File: src/rtl/fetch_unit_if.sv
// Handshake bundle between the fetch unit, instruction memory and decode.
// master = fetch unit, slave = memory/decode/redirect environment.
`timescale 1ns/1ps
interface fetch_unit_if;
   logic        mem_req_valid;
   logic        mem_req_ready;
   logic [31:0] mem_req_addr;
   logic        mem_resp_valid;
   logic [31:0] mem_resp_data;
   logic        instr_valid;
   logic        instr_ready;
   logic [31:0] instr_data;
   logic [31:0] instr_pc;
   logic        redirect_valid;
   logic [31:0] redirect_pc;

   modport master (
      output mem_req_valid, mem_req_addr, instr_valid, instr_data, instr_pc,
      input  mem_req_ready, mem_resp_valid, mem_resp_data, instr_ready,
             redirect_valid, redirect_pc
   );

   modport slave (
      input  mem_req_valid, mem_req_addr, instr_valid, instr_data, instr_pc,
      output mem_req_ready, mem_resp_valid, mem_resp_data, instr_ready,
             redirect_valid, redirect_pc
   );
endinterface

File: src/rtl/fetch_unit.sv
// Sequential instruction prefetcher: issues word fetches, buffers up to DEPTH
// in-flight/returned instructions and flushes on redirect, dropping stale responses.
`timescale 1ns/1ps
module fetch_unit #(
   parameter logic [31:0] PC_INIT = 32'h8000_0000,
   parameter int          DEPTH   = 4
) (
   input  logic            clk,
   input  logic            rst,
   fetch_unit_if.master    bus_io
);
   localparam int PW = $clog2(DEPTH);
   localparam int CW = $clog2(DEPTH + 1);
   localparam logic [CW:0] DEPTH_W = (CW + 1)'(DEPTH);

   typedef logic [PW-1:0] ptr_t;
   typedef logic [CW-1:0] cnt_t;
   typedef struct packed {
      logic [31:0] pc;
      logic [31:0] data;
      logic        filled;
   } entry_t;

   entry_t      q_q [DEPTH];
   entry_t      head;
   logic [31:0] fetch_pc_q, fetch_pc_d;
   ptr_t        alloc_ptr_q, alloc_ptr_d;
   ptr_t        fill_ptr_q, fill_ptr_d;
   ptr_t        head_ptr_q, head_ptr_d;
   cnt_t        count_q, count_d;
   cnt_t        drop_q, drop_d;
   cnt_t        pend_q, pend_d;   // allocated entries still waiting for data

   logic req_hs, resp_fill, resp_drop, pop_hs, redirect;
   logic unused_pc_bits;

   assign unused_pc_bits = ^bus_io.redirect_pc[1:0];

   assign head                 = q_q[head_ptr_q];
   assign bus_io.mem_req_valid = !rst && (({1'b0, count_q} + {1'b0, drop_q}) < DEPTH_W);
   assign bus_io.mem_req_addr  = fetch_pc_q;
   assign bus_io.instr_valid   = (count_q != '0) && head.filled;
   assign bus_io.instr_data    = head.data;
   assign bus_io.instr_pc      = head.pc;

   assign req_hs    = bus_io.mem_req_valid && bus_io.mem_req_ready;
   assign resp_drop = bus_io.mem_resp_valid && (drop_q != '0);
   assign resp_fill = bus_io.mem_resp_valid && (drop_q == '0);
   assign pop_hs    = bus_io.instr_valid && bus_io.instr_ready;
   assign redirect  = bus_io.redirect_valid;

   // NOTE: every always_comb output gets a default first, so no path can infer a latch.
   always_comb begin
      fetch_pc_d  = fetch_pc_q;
      alloc_ptr_d = alloc_ptr_q;
      fill_ptr_d  = fill_ptr_q;
      head_ptr_d  = head_ptr_q;
      count_d     = count_q;
      drop_d      = drop_q;
      pend_d      = pend_q;
      if (redirect) begin
         fetch_pc_d  = {bus_io.redirect_pc[31:2], 2'b00};
         alloc_ptr_d = '0;
         fill_ptr_d  = '0;
         head_ptr_d  = '0;
         count_d     = '0;
         pend_d      = '0;
         // Everything still owed by memory becomes a response to discard.
         drop_d      = drop_q + pend_q + cnt_t'(req_hs) - cnt_t'(bus_io.mem_resp_valid);
      end else begin
         if (req_hs) begin
            fetch_pc_d  = fetch_pc_q + 32'd4;
            alloc_ptr_d = alloc_ptr_q + ptr_t'(1);
         end
         if (resp_fill) fill_ptr_d = fill_ptr_q + ptr_t'(1);
         if (pop_hs)    head_ptr_d = head_ptr_q + ptr_t'(1);
         count_d = count_q + cnt_t'(req_hs) - cnt_t'(pop_hs);
         pend_d  = pend_q + cnt_t'(req_hs) - cnt_t'(resp_fill);
         drop_d  = drop_q - cnt_t'(resp_drop);
      end
   end

   // NOTE: sequential state uses non-blocking assignments only, so all registers
   // update together from values sampled at the same edge.
   always_ff @(posedge clk or posedge rst) begin
      if (rst) begin
         fetch_pc_q  <= PC_INIT;
         alloc_ptr_q <= '0;
         fill_ptr_q  <= '0;
         head_ptr_q  <= '0;
         count_q     <= '0;
         drop_q      <= '0;
         pend_q      <= '0;
         // NOTE: the queue is tiny and its head drives outputs with defined reset
         // values, so its storage is reset like ordinary flops.
         for (int i = 0; i < DEPTH; i++) q_q[i] <= '0;
      end else begin
         fetch_pc_q  <= fetch_pc_d;
         alloc_ptr_q <= alloc_ptr_d;
         fill_ptr_q  <= fill_ptr_d;
         head_ptr_q  <= head_ptr_d;
         count_q     <= count_d;
         drop_q      <= drop_d;
         pend_q      <= pend_d;
         if (redirect) begin
            for (int i = 0; i < DEPTH; i++) q_q[i].filled <= 1'b0;
         end else begin
            if (req_hs) begin
               q_q[alloc_ptr_q].pc     <= fetch_pc_q;
               q_q[alloc_ptr_q].filled <= 1'b0;
            end
            if (resp_fill) begin
               q_q[fill_ptr_q].data   <= bus_io.mem_resp_data;
               q_q[fill_ptr_q].filled <= 1'b1;
            end
            if (pop_hs) q_q[head_ptr_q].filled <= 1'b0;
         end
      end
   end
endmodule

File: src/flat_wrapper.sv
// flat-port wrapper written by rule: the top's interface ports become plain ports
module fetch_unit_flat 
#(
   parameter logic [31:0] PC_INIT = 32'h8000_0000,
   parameter int          DEPTH   = 4
)
  (clk, rst, bus_io_mem_req_valid, bus_io_mem_req_addr, bus_io_instr_valid, bus_io_instr_data, bus_io_instr_pc, bus_io_mem_req_ready, bus_io_mem_resp_valid, bus_io_mem_resp_data, bus_io_instr_ready, bus_io_redirect_valid, bus_io_redirect_pc);
  fetch_unit_if bus_io_i ();
  input  logic clk;
  input  logic rst;
  output wire logic [$bits(bus_io_i.mem_req_valid)-1:0] bus_io_mem_req_valid;
  output wire logic [$bits(bus_io_i.mem_req_addr)-1:0] bus_io_mem_req_addr;
  output wire logic [$bits(bus_io_i.instr_valid)-1:0] bus_io_instr_valid;
  output wire logic [$bits(bus_io_i.instr_data)-1:0] bus_io_instr_data;
  output wire logic [$bits(bus_io_i.instr_pc)-1:0] bus_io_instr_pc;
  input wire logic [$bits(bus_io_i.mem_req_ready)-1:0] bus_io_mem_req_ready;
  input wire logic [$bits(bus_io_i.mem_resp_valid)-1:0] bus_io_mem_resp_valid;
  input wire logic [$bits(bus_io_i.mem_resp_data)-1:0] bus_io_mem_resp_data;
  input wire logic [$bits(bus_io_i.instr_ready)-1:0] bus_io_instr_ready;
  input wire logic [$bits(bus_io_i.redirect_valid)-1:0] bus_io_redirect_valid;
  input wire logic [$bits(bus_io_i.redirect_pc)-1:0] bus_io_redirect_pc;
  assign bus_io_mem_req_valid = bus_io_i.mem_req_valid;
  assign bus_io_mem_req_addr = bus_io_i.mem_req_addr;
  assign bus_io_instr_valid = bus_io_i.instr_valid;
  assign bus_io_instr_data = bus_io_i.instr_data;
  assign bus_io_instr_pc = bus_io_i.instr_pc;
  assign bus_io_i.mem_req_ready = bus_io_mem_req_ready;
  assign bus_io_i.mem_resp_valid = bus_io_mem_resp_valid;
  assign bus_io_i.mem_resp_data = bus_io_mem_resp_data;
  assign bus_io_i.instr_ready = bus_io_instr_ready;
  assign bus_io_i.redirect_valid = bus_io_redirect_valid;
  assign bus_io_i.redirect_pc = bus_io_redirect_pc;
  fetch_unit #(.PC_INIT(PC_INIT), .DEPTH(DEPTH)) u_core (.clk(clk), .rst(rst), .bus_io(bus_io_i));
endmodule
File: config.mk
export PLATFORM = sky130hd
export DESIGN_NAME = fetch_unit_flat
export DESIGN_NICKNAME = d
export VERILOG_FILES = /design/src/rtl/fetch_unit_if.sv /design/src/rtl/fetch_unit.sv /design/src/flat_wrapper.sv
export SDC_FILE = /design/constraint.sdc
export NUM_CORES = 1
export LEC_CHECK = 0
export BUFFER_PORTS_ARGS = -buffer_cell sky130_fd_sc_hd__buf_2
export CAP_MARGIN = 0
export CORE_ASPECT_RATIO = 1.4
export CORE_UTILIZATION = 50
export DETAILED_ROUTE_END_ITERATION = 8
export HOLD_SLACK_MARGIN = 0.03
export PLACE_DENSITY = 0.8
export SLEW_MARGIN = 5
export SYNTH_ARGS = -nofsm -noshare
export SYNTH_HDL_FRONTEND = slang
export SYNTH_SLANG_ARGS = --single-unit
File: constraint.sdc
create_clock -name clk -period 21 [get_ports clk]
set_input_delay 2.1 -clock clk [delete_from_list [all_inputs] [get_ports clk]]
set_output_delay 2.1 -clock clk [all_outputs]
set_load 0.005 [all_outputs]
==> flow_summary.toml <==
[clock_tree]
clock_path_buffers = 3
cts_resized = 0
post_cts_buffers = 0
cts_sinks = 297
cts_hold_buf = 0
cts_tree = "done"
clkSlewWorstSetupHoldPaths_ns = 0.06
cts_made_buffers = 30
insertion_delay_ns = 0.57
cts-root-buf = "clkbuf_16"
cts_max_level = 1

[synth]
yosysSeqAreaShare_pct = 52.2
yosysTopAreaCell = "dfrtp_1"
yosys_warnings = 0
syn_area_um2 = 14200
synth_area_leaders = "dfrtp_1 (52%), mux2_4 (13%), mux2_2 (10%)"
ys_types = 42
synthCells = 928
synth_top_area_share_pct = 52.0
syn_avg_cell_area_um2 = 15.3
synth-seq-cells = 297

[floorplanning]
rows = 72
die_y_um = 202
core-area_um2 = 27800
die_area_um2 = 29200
start_util_pct = 51.1
die_w_um = 145
io_pins = 168

[cells_and_area]
nNetsFinal = 1158
stdcell_area_um2 = 16200
drive_above_1_share_pct = 51.0
area_growth_pct = 13.8
final_core_util_pct = 58.2
fin_cells = 1456

[timing]
min_period_over_period_pct = 24.7
finalWorstSetupSlack_ns = 15.81
finalCriticalPeriod_ns = 5.19
max_freq_ghz = 0.193
finClkSkew_ns = 0.0234
worstMarginPinSlew_ns = 1.11
hold_ws_ns = 0.498
setup_viol = 0
grt_setup_unrepaired = "false"
relSlewSlack_pct = 26.3
finalSetupTns_ns = 0
finalHoldViolCount = 0
maxSlewViolCount = 0

[critical_path]
critPathMaxFanout = 37
endpoint_kind = "output port"
arrival_ns = 3.09
crit_required_ns = 18.90
critPathKind = "reg2out"
cp-start-kind = "flip-flop"

[route]
ant_nets = 0
drtPass1Iterations = 4
drc = 0
num_vias = 8061
vias_per_cell = 5.54
wl_per_cell_um = 20.4
drt-initial-drc-count = 424
wirelength_mm = 29.7

[pwr]
powerDensity_nw_per_um2 = 108
p_total_mw = 1.76
p_leak_nw = 8.10
ir_drop_mv = 0.0799

[placed_design]
place_congestion = 0.750
place_area_um2 = 15200
portBuffers = 161
dp_hpwl_mm = 18.1
post-place-ws_ns = 16.07
dp_cells = 1399

[global_route]
grt_pass1_vias = 8823
overflow = 0
grt_max_degree = 145
grt_first_pass_wirelength_mm = 48.6
grtUsageTotal_pct = 21.6
antenna_found_initial = 2

[run_status]
status = "complete, no violations"

[hold_path]
hp-class = "reg2reg"

[run]
cap_violations = 0
[final timing paths]
kind,start,to,slack [ns],cells past startpoint
max reg2reg,u_core.head_ptr_q[0]$_DFFE_PP0P_,u_core.count_q[2]$_DFF_PP0_,17.04,11
min,u_core.q_q[96]$_DFFE_PP0P_,u_core.q_q[96]$_DFFE_PP0P_,0.50,1
min reg2reg,u_core.q_q[96]$_DFFE_PP0P_,u_core.q_q[96]$_DFFE_PP0P_,0.50,1
max,u_core.head_ptr_q[0]$_DFFE_PP0P_,bus_io_instr_valid,15.81,4
max in group asynchronous,rst,u_core.q_q[93]$_DFFE_PP0P_,17.71,3
min in group asynchronous,rst,u_core.drop_q[0]$_DFF_PP0_,1.70,2
[state kept, by name, summed over array words and instances (netlist names)]
register and flops:
u_core.bus_io.mem_req_addr 30, u_core.head_ptr_q 2, u_core.alloc_ptr_q 2, u_core.pend_q 3
u_core.count_q 3, u_core.q_q 252, u_core.drop_q 3, u_core.fill_ptr_q 2
[critical path: stages, from the launching register on]
cell and delay, ns:
dfrtp_4 0.86, buf_4 0.73, mux4_2 0.61, o31a_1 0.16
buf_2 0.14
[cells in the mapped netlist, drive strengths merged]
library cell and number:
nor2b 4, o21ai 27, o31a 1, clkbuf 15, or4 1, inv 22, dfstp 1, nor3 4
nand3b 5, mux2 252, and4 4, nand4b 3, mux4 63, dfrtp 296, nand4 15, conb 1
buf 52, nor4 1, xnor2 15, fa 4, a22oi 4, a21oi 2, and3 5, and2 3
mux2i 4, ha 23, nor2 14, nand2 55, xor2 23, nand3 9
[layer usage]
| metal | vias up | global-route usage [%] | share of wire (%) | wire length, um |
|---|---|---|---|---|
| met5 | - | 0 | 0 | 0 |
| met4 | 0 | 7.26 | 2.0 | 588 |
| met3 | 47 | 3.07 | 3.6 | 1070 |
| met2 | 170 | 35.5 | 51 | 15100 |
| met1 | 4243 | 29.2 | 44 | 12900 |
| li1 | 3601 | - | - | - |
[report_power, final]
group          total, mW  internal (mW)  switching, mW
clock              0.554          0.321          0.233
combinational      0.420          0.267          0.153
sequential         0.783          0.700         0.0826
total               1.76           1.29          0.469
[area by class of cell]
class	count	area (um2)
fillers	2132	11600
diodes	2	5.00
flip-flops and latches	297	7440
inverters	22	90.1
repair buffers	165	836
clock buffers	37	837
multi-input cells	545	6340
well taps	370	463
clock inverters	18	194
[cell families after synthesis]
kind of cell / share of synthesized area [%]
other: 0.0263
XOR/XNOR: 2.34
multiplexers: 33.4
adder cells (fa/ha/maj): 2.58
flip-flops: 52.2
AND/OR/NAND/NOR: 4.78
AO/OA/AOI/OAI: 1.29
buffers and inverters: 3.39
[layout by cell type (no fill, tap or decap), types with 3 or more instances in the layout]
master,n
dfrtp_1,294
nand4_1,15
and4_1,4
nand3b_1,5
clkbuf_8,6
mux2_2,132
nor2_1,12
nor2b_1,4
conb_1,4
inv_1,20
mux4_2,63
nand2_1,47
clkinv_2,11
o21ai_0,24
nand2_2,4
clkbuf_16,30
nand4b_1,3
nand3_1,9
xor2_1,23
ha_1,23
and3_1,5
xnor2_1,15
nand2_4,4
mux2i_1,4
o21ai_1,3
mux2_4,120
buf_2,161
buf_4,4
bufinv_16,3
a22oi_1,4
fa_1,4
Note: power is estimated with default switching activity, not from simulation.
